[src/rtl/axil_regfile_pkg.sv]
// Shared definitions for the AXI4-Lite register file responder:
// response codes, channel FSM state types, the out-of-range read filler
// and the byte-strobe merge helper.
package axil_regfile_pkg;

  localparam logic [1:0]  RESP_OKAY     = 2'b00;
  localparam logic [1:0]  RESP_SLVERR   = 2'b10;
  localparam logic [31:0] DEFAULT_RDATA = 32'hDEADBEEF;

  typedef enum logic {W_IDLE = 1'b0, W_RESP = 1'b1} wr_state_t;
  typedef enum logic {R_IDLE = 1'b0, R_DATA = 1'b1} rd_state_t;

  // Replace only the bytes whose strobe bit is set.
  function automatic logic [31:0] merge_bytes(input logic [31:0] old_word,
                                              input logic [31:0] new_word,
                                              input logic [3:0]  strb);
    logic [31:0] res;
    res = old_word;
    for (int b = 0; b < 4; b++) begin
      if (strb[b]) begin
        res[8*b +: 8] = new_word[8*b +: 8];
      end
    end
    return res;
  endfunction

endpackage

[src/rtl/axil_regfile_slave.sv]
// AXI4-Lite responder exposing a word-addressed register file.
// Word 0 is a constant ID register; words 1..NUM_REGS-1 are read/write and
// are presented flattened on reg_q, with a one-cycle write pulse per word.
// Optional build macro AXIL_REGFILE_SLVERR_EN: when defined, out-of-range
// accesses answer SLVERR (reads return 0); otherwise they answer OKAY and
// reads return DEFAULT_RDATA. Out-of-range writes never change state.
module axil_regfile_slave
  import axil_regfile_pkg::*;
#(
  parameter int          DATA_WIDTH = 32,
  parameter int          ADDR_WIDTH = 11,
  parameter int          NUM_REGS   = 16,
  parameter logic [31:0] ID_VALUE   = 32'h58475301
) (
  input  logic                    aclk,
  input  logic                    aclk_reset_n,
  input  logic [ADDR_WIDTH-1:0]   aclk_awaddr,
  input  logic [2:0]              aclk_awprot,
  input  logic                    aclk_awvalid,
  output logic                    aclk_awready,
  input  logic [DATA_WIDTH-1:0]   aclk_wdata,
  input  logic [DATA_WIDTH/8-1:0] aclk_wstrb,
  input  logic                    aclk_wvalid,
  output logic                    aclk_wready,
  output logic [1:0]              aclk_bresp,
  output logic                    aclk_bvalid,
  input  logic                    aclk_bready,
  input  logic [ADDR_WIDTH-1:0]   aclk_araddr,
  input  logic [2:0]              aclk_arprot,
  input  logic                    aclk_arvalid,
  output logic                    aclk_arready,
  output logic [DATA_WIDTH-1:0]   aclk_rdata,
  output logic [1:0]              aclk_rresp,
  output logic                    aclk_rvalid,
  input  logic                    aclk_rready,
  output logic [NUM_REGS*32-1:0]  reg_q,
  output logic [NUM_REGS-1:0]     reg_wr_pulse
);

  localparam int IDX_W = ADDR_WIDTH - 2;

`ifdef AXIL_REGFILE_SLVERR_EN
  localparam logic [1:0]  OOR_RESP  = RESP_SLVERR;
  localparam logic [31:0] OOR_RDATA = 32'h0000_0000;
`else
  localparam logic [1:0]  OOR_RESP  = RESP_OKAY;
  localparam logic [31:0] OOR_RDATA = DEFAULT_RDATA;
`endif

  // ------------------------------------------------------------------
  // Write channel state
  // ------------------------------------------------------------------
  wr_state_t               wr_state_q, wr_state_d;
  logic                    aw_held_q, aw_held_d;
  logic                    w_held_q, w_held_d;
  logic                    awready_q, awready_d;
  logic                    wready_q, wready_d;
  logic                    bvalid_q, bvalid_d;
  logic [1:0]              bresp_q, bresp_d;
  logic [IDX_W-1:0]        wr_idx_q, wr_idx_d;
  logic [DATA_WIDTH-1:0]   wdata_q, wdata_d;
  logic [DATA_WIDTH/8-1:0] wstrb_q, wstrb_d;
  logic                    wr_commit;
  logic                    wr_in_range;

  // ------------------------------------------------------------------
  // Read channel state
  // ------------------------------------------------------------------
  rd_state_t             rd_state_q, rd_state_d;
  logic                  arready_q, arready_d;
  logic                  rvalid_q, rvalid_d;
  logic [DATA_WIDTH-1:0] rdata_q, rdata_d;
  logic [1:0]            rresp_q, rresp_d;
  logic [IDX_W-1:0]      rd_idx;
  logic [31:0]           rd_word;
  logic [1:0]            rd_resp;

  // Register storage, flattened, plus per-word write pulses
  logic [NUM_REGS*32-1:0] regs_flat;
  logic [NUM_REGS-1:0]    pulse_q, pulse_d;

  // Protection bits and the byte offset within a word carry no meaning here
  logic unused_inputs;
  assign unused_inputs = ^{aclk_awprot, aclk_arprot, aclk_awaddr[1:0], aclk_araddr[1:0]};

  assign wr_in_range = (32'(wr_idx_q) < NUM_REGS);

  // Write FSM: latch AW and W independently, commit once both are held,
  // then hold the B response until the master takes it.
  always_comb begin
    wr_state_d = wr_state_q;
    aw_held_d  = aw_held_q;
    w_held_d   = w_held_q;
    bvalid_d   = bvalid_q;
    bresp_d    = bresp_q;
    wr_idx_d   = wr_idx_q;
    wdata_d    = wdata_q;
    wstrb_d    = wstrb_q;
    wr_commit  = 1'b0;
    case (wr_state_q)
      W_IDLE: begin
        if (aw_held_q && w_held_q) begin
          // Both halves present: the register update happens on this edge.
          wr_commit  = 1'b1;
          aw_held_d  = 1'b0;
          w_held_d   = 1'b0;
          bvalid_d   = 1'b1;
          bresp_d    = wr_in_range ? RESP_OKAY : OOR_RESP;
          wr_state_d = W_RESP;
        end else begin
          if (aclk_awvalid && awready_q) begin
            aw_held_d = 1'b1;
            wr_idx_d  = aclk_awaddr[ADDR_WIDTH-1:2];
          end
          if (aclk_wvalid && wready_q) begin
            w_held_d = 1'b1;
            wdata_d  = aclk_wdata;
            wstrb_d  = aclk_wstrb;
          end
        end
      end
      W_RESP: begin
        if (aclk_bready) begin
          bvalid_d   = 1'b0;
          wr_state_d = W_IDLE;
        end
      end
      default: begin
        wr_state_d = W_IDLE;
      end
    endcase
    // Ready flags are registered so they read 0 while reset is applied.
    awready_d = (wr_state_d == W_IDLE) && !aw_held_d;
    wready_d  = (wr_state_d == W_IDLE) && !w_held_d;
  end

  // Write channel registers
  always_ff @(posedge aclk) begin
    if (!aclk_reset_n) begin
      wr_state_q <= W_IDLE;
      aw_held_q  <= 1'b0;
      w_held_q   <= 1'b0;
      awready_q  <= 1'b0;
      wready_q   <= 1'b0;
      bvalid_q   <= 1'b0;
      bresp_q    <= RESP_OKAY;
      wr_idx_q   <= '0;
      wdata_q    <= '0;
      wstrb_q    <= '0;
    end else begin
      wr_state_q <= wr_state_d;
      aw_held_q  <= aw_held_d;
      w_held_q   <= w_held_d;
      awready_q  <= awready_d;
      wready_q   <= wready_d;
      bvalid_q   <= bvalid_d;
      bresp_q    <= bresp_d;
      wr_idx_q   <= wr_idx_d;
      wdata_q    <= wdata_d;
      wstrb_q    <= wstrb_d;
    end
  end

  // One storage word per index; word 0 is the constant ID and never pulses.
  for (genvar gi = 0; gi < NUM_REGS; gi++) begin : g_word
    if (gi == 0) begin : g_id
      assign regs_flat[31:0] = ID_VALUE;
      assign pulse_d[0]      = 1'b0;
    end else begin : g_rw
      logic [31:0] word_q, word_d;
      logic        hit;

      assign hit         = wr_commit && (wr_idx_q == IDX_W'(gi));
      assign pulse_d[gi] = hit;

      // Merge the strobed bytes into this word on a committed write to it
      always_comb begin
        word_d = word_q;
        if (hit) begin
          word_d = merge_bytes(word_q, wdata_q, wstrb_q);
        end
      end

      // Word storage, cleared by reset
      always_ff @(posedge aclk) begin
        if (!aclk_reset_n) begin
          word_q <= '0;
        end else begin
          word_q <= word_d;
        end
      end

      assign regs_flat[32*gi +: 32] = word_q;
    end
  end

  // Write pulses appear alongside bvalid, the cycle after the commit edge
  always_ff @(posedge aclk) begin
    if (!aclk_reset_n) begin
      pulse_q <= '0;
    end else begin
      pulse_q <= pulse_d;
    end
  end

  // Read lookup from current storage, so a same-edge write is not visible
  always_comb begin
    rd_idx  = aclk_araddr[ADDR_WIDTH-1:2];
    rd_word = OOR_RDATA;
    rd_resp = OOR_RESP;
    if (32'(rd_idx) < NUM_REGS) begin
      rd_resp = RESP_OKAY;
      rd_word = '0;
      for (int i = 0; i < NUM_REGS; i++) begin
        if (rd_idx == IDX_W'(i)) begin
          rd_word = regs_flat[32*i +: 32];
        end
      end
    end
  end

  // Read FSM: capture on AR handshake, hold R until the master takes it
  always_comb begin
    rd_state_d = rd_state_q;
    rvalid_d   = rvalid_q;
    rdata_d    = rdata_q;
    rresp_d    = rresp_q;
    case (rd_state_q)
      R_IDLE: begin
        if (aclk_arvalid && arready_q) begin
          rdata_d    = rd_word;
          rresp_d    = rd_resp;
          rvalid_d   = 1'b1;
          rd_state_d = R_DATA;
        end
      end
      R_DATA: begin
        if (aclk_rready) begin
          rvalid_d   = 1'b0;
          rd_state_d = R_IDLE;
        end
      end
      default: begin
        rd_state_d = R_IDLE;
      end
    endcase
    arready_d = (rd_state_d == R_IDLE);
  end

  // Read channel registers
  always_ff @(posedge aclk) begin
    if (!aclk_reset_n) begin
      rd_state_q <= R_IDLE;
      arready_q  <= 1'b0;
      rvalid_q   <= 1'b0;
      rdata_q    <= '0;
      rresp_q    <= RESP_OKAY;
    end else begin
      rd_state_q <= rd_state_d;
      arready_q  <= arready_d;
      rvalid_q   <= rvalid_d;
      rdata_q    <= rdata_d;
      rresp_q    <= rresp_d;
    end
  end

  assign aclk_awready = awready_q;
  assign aclk_wready  = wready_q;
  assign aclk_bvalid  = bvalid_q;
  assign aclk_bresp   = bresp_q;
  assign aclk_arready = arready_q;
  assign aclk_rvalid  = rvalid_q;
  assign aclk_rdata   = rdata_q;
  assign aclk_rresp   = rresp_q;
  assign reg_q        = regs_flat;
  assign reg_wr_pulse = pulse_q;

endmodule

[config.mk]
export PLATFORM = sky130hd
export DESIGN_NAME = axil_regfile_slave
export DESIGN_NICKNAME = d
export VERILOG_FILES = /design/src/rtl/axil_regfile_pkg.sv /design/src/rtl/axil_regfile_slave.sv
export SDC_FILE = /design/constraint.sdc
export NUM_CORES = 1
export LEC_CHECK = 0
export BUFFER_PORTS_ARGS = -buffer_cell sky130_fd_sc_hd__buf_2
export CELL_PAD_IN_SITES_DETAIL_PLACEMENT = 1
export CELL_PAD_IN_SITES_GLOBAL_PLACEMENT = 1
export CORE_AREA = 2 2 262 264
export CTS_BUF_LIST = sky130_fd_sc_hd__clkbuf_4 sky130_fd_sc_hd__clkbuf_8 sky130_fd_sc_hd__clkbuf_16
export DETAILED_ROUTE_END_ITERATION = 8
export DIE_AREA = 0 0 264 266
export PLACE_DENSITY = 0.84
export REMOVE_ABC_BUFFERS = 1
export SETUP_SLACK_MARGIN = 0.05
export SYNTH_ARGS = -nofsm -noshare
export SYNTH_HDL_FRONTEND = slang
export SYNTH_SLANG_ARGS = --single-unit
[constraint.sdc]
create_clock -name aclk -period 2.56 [get_ports aclk]
set_input_delay 0.128 -clock aclk [delete_from_list [all_inputs] [get_ports aclk]]
set_output_delay 0.128 -clock aclk [all_outputs]
set_load 0.03 [all_outputs]
* After elaboration in Yosys (flattened, before gate mapping)
Cells that the tools add are included.
** Word-level totals
- Word-level logic and storage cells :: 240
- Output and inout bits :: 569
- Register bits after elaboration :: 582
** Operators by class
- Magnitude comparators :: 1
- Reductions and logical operators :: 89
- Equal/unequal tests :: 34
- Bitwise gates (word level) :: 5
- Multiplexer cells :: 36
** Operators with widths (count)
- 32-bit two-way mux :: 16
- 9-bit by 4-bit == test with 1-bit output, second input constant :: 16
- 2-bit AND reduction :: 63
- 9-bit by 3-bit == test with 1-bit output, second input constant :: 8
- 9-bit by 2-bit == test with 1-bit output, second input constant :: 4
- 31-bit two-way mux :: 1
- 1-bit logical AND :: 21
- 9-bit by 1-bit == test with 1-bit output, second input constant :: 2
- 1-bit two-way mux :: 15
- 9-bit zero test :: 1
- 9-bit by 5-bit < comparator with 1-bit output, second input constant :: 1
- 2-bit inequality test, second input constant :: 4
- 1-bit case mux with 2 select lines :: 4
- 3-bit AND reduction :: 2
- 1-bit NOT :: 5
- 1-bit zero test :: 2

* Logic depth before layout (Yosys ltp)
Gate-level depths: netlist of the first run.
- Depth after elaboration :: 18
- Mapped depth :: 11

* Least setup slack after synthesis of the first run
OpenSTA, ideal clock, no wires.
- Path type :: flip-flop to flip-flop
- Start :: reg wr_idx_q[8]
- End :: reg g_word[2].g_rw.word_q[15]
- Data arrival time :: 1.858 ns
- Data required time :: 2.428 ns
- Cell stages (with the launch flop) :: 7
- Period minus slack after synthesis :: 1.990 ns
- Slack :: 0.570 ns
- Library setup time :: 0.132 ns
- Cells stage by stage :: dfxtp_1 -> nor4_1 -> nand4b_1 -> nor3_1 -> nand2_1 -> nand2_1 -> a21oi_1
** Between the ends
- Word-level cells in the longest chain between the ends :: 3
** Ends and longest elaborated chain
- start, declared :: RTL line axil_regfile_slave.sv:60 : logic [IDX_W-1:0] wr_idx_q, wr_idx_d;
- start signal, assigned :: RTL line axil_regfile_slave.sv:158 : wr_idx_q <= wr_idx_d;
- 9-bit by 2-bit == test with 1-bit output :: RTL line axil_regfile_slave.sv:173 : assign hit = wr_commit && (wr_idx_q == IDX_W'(gi));
- 1-bit logical AND :: RTL line axil_regfile_slave.sv:173
- 2-bit AND reduction (no source line)
- end signal, assigned :: RTL line axil_regfile_slave.sv:189 : word_q <= word_d;
- end, declared :: RTL line axil_regfile_slave.sv:170 : logic [31:0] word_q, word_d;
Every way passes these cells.
A chain may end at the register's enable or synchronous reset.

* Final worst setup path of the first run
- Start :: reg wr_idx_q[2]
- End :: reg g_word[12].g_rw.word_q[19]
** Between the ends
- Word-level cells in the longest chain between the ends :: 3
** Ends and longest elaborated chain (RTL line)
- 9-bit by 4-bit == test with 1-bit output :: axil_regfile_slave.sv:173
- 1-bit logical AND :: axil_regfile_slave.sv:173
- 2-bit AND reduction (no source line)
- end signal, assigned :: axil_regfile_slave.sv:189
- end, declared :: axil_regfile_slave.sv:170
Every way passes these cells.

==> results list, run 1 <==
- Number of synthesized flops with an enable pin: 0
- Reg2reg start: wr_idx_q[2]
* Final Non-Filler Cells: 5,066
- Wire length of the first global-routing pass: 213 mm
* Gate Count Post-Synth: 3,419
* Worst-case clock skew: 22.9 ps
- R2r endpoint: g_word[12].g_rw.word_q[19]
* Gr ovfl total: 0
* Proportion of synthesized chip area in sequential cells: 45.7%
* Maximum clock frequency: 419 MHz
- Counting instances, the worst hold path has a depth of 6.
- Synth Warn #: 0
* CP Launch Type: register
* Antenna violations before repair: 8
* Hold endpoint: wr_idx_q[6]
* TritonCTS buffer count: 66
- For this configuration, the core starts out at a cell density of 37.6%.
- The final layout contains 4,207 nets.
- VDD sags by at most 0.420 mV.
- Die outline width: 264 um
- Dividing the detail-routed wire length by the instance count gives 29.9 um.
* Global Route Usage Sum: 41.5%
- The clock tree synthesis step divided the H-tree into 3 levels.
- Worst-case register-to-register setup slack: 180 ps
- In this run the most critical hold path is launched from aclk_awvalid.
* Async SR Flop Fraction: 0%
* Worst-skew pair later-pin latency: 610 ps
- Post-detailed-route count of antenna-violating nets: 0
- Data arrives at the worst endpoint at 2830 ps.
- The initialized floorplan defines 96 standard-cell rows.
- The final count of hold timing violations came to 0.
* Post-route fraction of the period consumed by the critical path: 93.1%
- Summing all flip-flop and latch instances after layout gives 0.0116 mm2.
- After filler insertion, the fill cell instance count of the layout stands at 8,598.
- Largest net degree at the start of global routing: 88
- Main area contributors after synthesis: dfxtp_1 (46%), nand2_1 (17%), a21oi_1 (12%)
- Flops & latches, synth: 581
- Chip Height: 266 um
- Required time worst endpoint: 3010 ps
* Library cell occupying the most area in the post-synthesis netlist: dfxtp_1
* DRC Markers: 0
- Area fraction of the dominant cell type after synthesis: 45.7%
- Counting distinct cell types in the post-synthesis netlist gives 73.
* Clock tree from TritonCTS: yes
* Vias per Instance: 6.04
- Detailed routing inserted a total of 30,600 vias.
- The number of global-route vias before repair was 29,600.
* Overall power: 20,700 uW
- Total wirelength of the detailed-routed design: 151 mm
* Path type of the worst min-delay path: input pin to register
- Setup violations remaining at the end of the flow were counted as 0.
* Full die area: 0.0702 mm2
- Placeable core region: 0.0677 mm2
* Most used flip-flop cell after synthesis: dfxtp_1
- Clock root cell: clkbuf_16
- Worst hold-check slack: 108 ps
- Ranked by instance count, the synthesized netlist is headed by nand2_1 (1,173), a21oi_1 (623), dfxtp_1 (581).
- 1st-pass router iterations: 5
* Top-count cell post-synth: nand2_1
- Peak fanout along the critical path: 9
- In this run, the number of DRC markers left after iteration 0 of detailed routing was 3,704.
- Power per standard cell area: 623 mW/mm2
- The worst setup path is of the register to register kind.
* Detailed placement HPWL: 110 mm
- Max-cap violations in this run came to 0.
- Footprint of the multi-input gates: 0.0127 mm2
- Time the worst path needs with I/O delays and setup: 2380 ps
- The area growth from synthesis to layout is 30.4%.
* Worst-path clk slew: 60 ps
* Leakage Power: 0.0134 uW
- Port Buffer Count: 592
* Combined area of all synthesized cells: 0.0255 mm2
* Placement-stage cell area: 0.0305 mm2
* Worst slew slack as a fraction of its limit: 27.3%
- For the worst flop-to-flop path, the logic depth is 7.
- At the pin with the least slew margin, the transition time is 1090 ps.
- The number of max-slew violations in the final report was 0.
- Final weighted congestion in routability-driven placement: 0.975
- The clock passes through at most 3 buffers.
- Placed Cells: 4,900
* Category of the worst setup path capture point: register
- For this run, the share of the core covered by cells in the final layout is 49.0%.
- Setup repair after global routing left no endpoint under its margin.
* Layout cell share with drive strength beyond 1: 24.6%
- Design Area, Final: 0.0332 mm2
* Number of top-level design ports: 640
- Synth Area per Inst: 7.45 um2
- The clock drives 581 sinks.
* Result of the run: finished clean
cells in the final DEF, fill, tap and decap left out, types with 8 or more instances in the layout:
cell              n
a211oi_1          8
a21oi_1         622
a221oi_1         20
a22oi_1           9
a31oi_1          24
buf_12           11
buf_2           590
buf_4           248
clkbuf_16        69
clkbuf_4         21
clkbuf_8         16
conb_1           37
dfxtp_1         581
dlygate4sd3_1    49
inv_1            14
mux2_2           22
mux2i_1          56
nand2_1        1173
nand2b_1         16
nand3_1          38
nor2_1          148
nor2b_1          13
nor3_1           46
nor4_2           12
o211ai_1         16
o21ai_0          94
o221ai_1         17
o22ai_1          35
or3_1             9
area by class of cell:
type,instances,share of cell area (%)
multi-input combinational,2571,38.2
sequential,581,35.0
timing repair buffer,900,16.7
clock buffer,106,6.34
tap,882,3.32
clock inverter,7,0.203
inverter,16,0.203
antenna,3,0.0226
per-stage QoR:
step | setup WS, ps | setup TNS (ps)
CTS | 112 | 0
finish | 176 | 0
global placement | 58.8 | 0
floorplan | -6370 | -3098500
detailed placement | -35.7 | -313
global route | 65.0 | 0
flip-flops by register name, summed over array words and instances, names as in the netlist, 4 cells and up:
signal	count
wdata_q	32
reg_wr_pulse	15
aclk_rdata	32
wstrb_q	4
g_word.g_rw.word_q	480
wr_idx_q	9
report_power, final:
| group | total (uW) | switching [uW] | internal (uW) |
|---|---|---|---|
| Combinational | 1590 | 1140 | 452 |
| Clock | 9730 | 4010 | 5720 |
| Sequential | 9350 | 238 | 9120 |
how the worst max path moves through the flow:
| stage | from | to | slack [ps] | cells past startpoint |
|---|---|---|---|---|
| 2_1_floorplan | aclk_reset_n | aclk_rdata[17] | -6370 | 2 |
| 3_3_place_gp | wr_state_q | g_word[15].g_rw.word_q[29] | 60 | 6 |
| 3_5_place_dp | aw_held_q | g_word[15].g_rw.word_q[28] | -40 | 6 |
| 4_1_cts | aw_held_q | g_word[7].g_rw.word_q[26] | 110 | 7 |
| 5_1_grt | wr_idx_q[8] | g_word[1].g_rw.word_q[21] | 70 | 9 |
| 6_report | wr_idx_q[2] | g_word[12].g_rw.word_q[19] | 180 | 7 |
critical path, cell delays in order (launching register included):
cell and delay [ps]:
dfxtp_1 550, buf_4 220, nand2_1 290, nor2_1 430, buf_4 210, nand2_1 270
nand2_1 170, a21oi_1 80
metal layers:
layer | up-vias | global-route usage (%) | routed length, um
met5 | - | 0 | 69
met4 | 10 | 24.5 | 10200
met3 | 484 | 12.4 | 17700
li1 | 13000 | - | -
met2 | 1954 | 64.6 | 66800
met1 | 15100 | 50.7 | 56700
kinds of logic after synthesis:
kind of cell,Yosys count,synth area share (%)
AND/OR/NAND/NOR,1513,24.5
other,2,0.0295
flip-flops,581,45.7
multiplexers,82,3.53
buffers and inverters,302,5.20
AO/OA/AOI/OAI,939,21.0
what timing repair did:
action,in CTS,in global routing
pin swaps,0,1
setup endpoints to repair,32,40
buffers inserted,0,1
hold endpoints to repair,55,0
resized for setup,1,1
hold buffers,49,0
Note: power is estimated with default switching activity, not from simulation.
==> run 2: changes to the inputs <==
Settings changed: REMOVE_ABC_BUFFERS 1 to not set.
==> run 2 against run 1 <==
Effect of this change: largest cell class unchanged; flip-flop and latch count is the same; sequential share of layout area is 0.083 points lower; sequential power about the same.
==> results list, run 2 (same netlist as run 1, synthesis figures left out) <==
- The clock transition at the register clock pins on the worst setup and hold paths after CTS is 60 ps (about the same).
- The worst IR drop on VDD is 0.443 mV (+5.6%).
- The part of the cycle the worst path needs came to 94.1% (+0.96 points).
* Max Root-Sink Buffers: 3 (unchanged)
- Area growth, synth to finish: 30.7%
- Met3 WL: 15.8 mm (-11%)
* Sinks on Clock Net: 581 (unchanged)
- The detailed-router iteration count before antenna repair came to 6 (+1).
- The total die area came to 0.0702 mm2 (unchanged).
* Commonest cells after routing, fill and taps aside: nand2_1 (1,173), a21oi_1 (622), buf_2 (590)
- Count of standard-cell rows: 96 (unchanged)
- Leakage Power: 0.0134 uW (about the same)
- The latest clock arrival within the worst-skew pair came to 620 ps (about the same).
- The wire length reported by the detailed router was 147 mm (-2.7%).
- The min-delay analysis places its worst path in the category input pin to register.
- Setup repair after global routing left no endpoint under its margin.
- Peak fanout along the critical path: 8 (-1)
* Largest register FFs: 480 (unchanged)
* Clock tree from TritonCTS: yes
* Antenna violations before repair: 8 (unchanged)
* TritonCTS buffer count: 66 (unchanged)
- Signal routing reaches up to met5.
- The sequential fraction of design power was 44.8% (-0.4 points).
- The cell depth of the worst flop-to-flop path was 7 (unchanged).
* Part of the power in the clock network: 47.9% (+0.8 points)
- Clock root cell: clkbuf_16
- Largest register by flop count: g_word.g_rw.word_q
- The count of unresolved DRC violations after routing came to 0 (unchanged).
- Count of routing violations after the opening detailed-route iteration: 3,627 (-2.1%)
- The relative slew slack is 15.7% (-12 points).
- The sum of overflow across all layers after global routing is 0 (unchanged).
* CP Cell Sequence: and3b_1 > nand4b_1 > nor2_1 > buf_4 > nand2_1 > nand2_1 > a21oi_1
- Required time worst endpoint: 3040 ps (+30 ps)
* Met1 WL: 57.0 mm (+0.59%)
- The wire length of the first global-routing pass came to 210 mm (-1.3%).
- Maximum clock frequency: 415 MHz (-1.0%)
- CP Launch Type: register
* Endpoints failing hold: 0 (unchanged)
* Reg area: 0.0116 mm2 (unchanged)
* Max-cap violation count: 0 (unchanged)
- The worst register-to-register path ends at g_word[8].g_rw.word_q[16].
- The data arrival at the endpoint of the critical path was 2890 ps (+60 ps).
- The number of max-slew violations in the final report came to 0 (unchanged).
- The worst setup path is captured at a register.
- The library cell used most frequently in the layout, excluding fill and tap cells, is nand2_1.
* Number of top-level design ports: 640 (unchanged)
- Worst-case register-to-register setup slack: 150 ps (-20 ps)
* Aggregate negative setup slack: 0 ps (unchanged)
- H-Tree Level Count: 3 (unchanged)
- The final net count came to 4,194 (-0.31%).
- The critical path buffer and inverter count is 1 (-1).
- The height of the die was 266 um (unchanged).
- The final setup violation count was 0 (unchanged).
- The remaining antenna violation count after routing came to 0 (unchanged).
- Vias post-DR: 30,600 (+0.026%)
- Largest delay share family, worst path: simple AND/OR/NAND/NOR gates
- Detailed route wirelength on metal2: 64.2 mm (-3.9%)
- Worst Path Class, Setup: register to register
- The number of buffers inserted by post-CTS setup repair came to 0 (unchanged).
- The run finished with clean final reports.
* Filler cells: 8,568 (-0.35%)
- Die outline width: 264 um (unchanged)
- Final weighted congestion in routability-driven placement: 0.978 (+0.33%)
* Biggest cell delay along the critical path: 470 ps (-80 ps)
- The multi-input combinational cell area came to 0.0127 mm2 (-0.13%).
- Design Area, Final: 0.0333 mm2 (+0.24%)
- The internal power was 15,500 uW (+1.3%).
* Largest net degree at the start of global routing: 101 (+15%)
- The routed wirelength normalized by instance count is 29.1 um (-2.5%).
* Placement-stage cell area: 0.0305 mm2 (about the same)
- The fraction of power spent switching nets was 26.0% (-0.072 points).
- Worst-case clock skew: 29.9 ps (+7.03 ps)
- The detailed-route vias per instance was 6.06 (+0.26%).
* Time the worst path needs with I/O delays and setup: 2410 ps (+24.7 ps)
- The HPWL reported at the end of detailed placement is 109 mm (-1.0%).
* Setup WS pre-CTS: 153 ps (+188 ps)
- The areal power density over the cells was 629 mW/mm2 (+0.97%).
- The startpoint identified for the worst hold timing path is aclk_araddr[6].
* Placeable core region: 0.0677 mm2 (unchanged)
- Relative contribution of combinational cells to total power: 7.3% (-0.4 points)
- Final Non-Filler Cells: 5,054 (-0.24%)
- Worst hold-check slack: 173 ps (+64.7 ps)
* Hold endpoint: aclk_rdata[25]
* Initial Utilization: 37.6% (unchanged)
- Hold path cells: 4 (-2)
- The fraction of final layout cells sized beyond drive strength 1 was 24.3% (-0.31 points).
- Worst-margin pin slew: 1260 ps (+174 ps)
* Reg2reg start: aw_held_q
- The number of placed instances, taps included was 4,887 (-0.27%).
- The number of global-route vias before repair came to 29,800 (+0.73%).
* Global Route Usage Sum: 40.4% (-1.1 points)
- Cell at the slowest stage of the critical path: dfxtp_1
- The cell that appears most often on the critical path is nand2_1.
* Switching Power: 5430 uW (+0.93%)
- The worst path setup slack after routing came to 152 ps (-24.7 ps).
- Port Buffer Count: 592 (unchanged)
-- run 2: cell count changes in the layout (fill, tap and decap cells not counted), moves of 2 or more --
cell,before,now
and3b_1,1,3
and3b_2,2,0
buf_12,11,21
buf_4,248,224
bufinv_16,1,3
clkbuf_16,69,71
clkbuf_4,21,15
clkbuf_8,16,14
clkinv_2,4,8
-- run 2: metal layers --
metal / vias up / track usage (%)
met5: - / 0
met4: 8 / 24.6
met3: 484 / 8.82
met2: 2085 / 61.8
met1: 15100 / 52.0
li1: 13000 / -
-- run 2: how the worst max path moves through the flow --
stage	start	endpoint	slack (ps)	cells after the start
after floorplan	wr_idx_q[8]	g_word[2].g_rw.word_q[15]	570	6
after global placement	aclk_araddr[8]	aclk_rdata[16]	220	7
after detailed placement	aclk_araddr[8]	aclk_rdata[27]	150	8
after CTS	aw_held_q	g_word[7].g_rw.word_q[20]	260	8
after global routing	aw_held_q	g_word[7].g_rw.word_q[20]	70	8
final	aw_held_q	g_word[8].g_rw.word_q[16]	150	7
-- run 2: area by class of cell --
class                      count  area share, %
antenna                        3         0.0226
tap                          882           3.32
timing repair buffer         887           16.8
multi-input combinational   2571           38.0
clock inverter                14          0.466
sequential                   581           34.9
inverter                      16          0.203
clock buffer                 100           6.26
-- run 2: tightest hold or removal path: stages --
cell and delay, ps:
buf_2 220, nor3_2 110, buf_12 160, a31oi_1 120
-- run 2: power groups by stage --
stage / combinational (uW) / clock [uW] / sequential [uW]
3_5_place_dp: 1410 / 0 / 9550
5_1_grt: 1590 / 10400 / 9370
4_1_cts: 1480 / 10000 / 9350
6_report: 1540 / 10000 / 9370
2_1_floorplan: 872 / 0 / 9410
3_3_place_gp: 1400 / 0 / 9540
-- run 2: timing repair --
action	4_1_cts	5_1_grt
hold buffers	50	0
hold endpoints to repair	54	0
gates resized for setup	0	0
endpoints found under the setup margin	0	0
-- run 2: metrics by stage --
stage | util [%] | power [uW]
detailed placement | 45.1 | 11000
finish | 49.1 | 20900
CTS | 49.1 | 20800
global route | 49.1 | 21300
global placement | 45.1 | 10900
floorplan | - | 10300
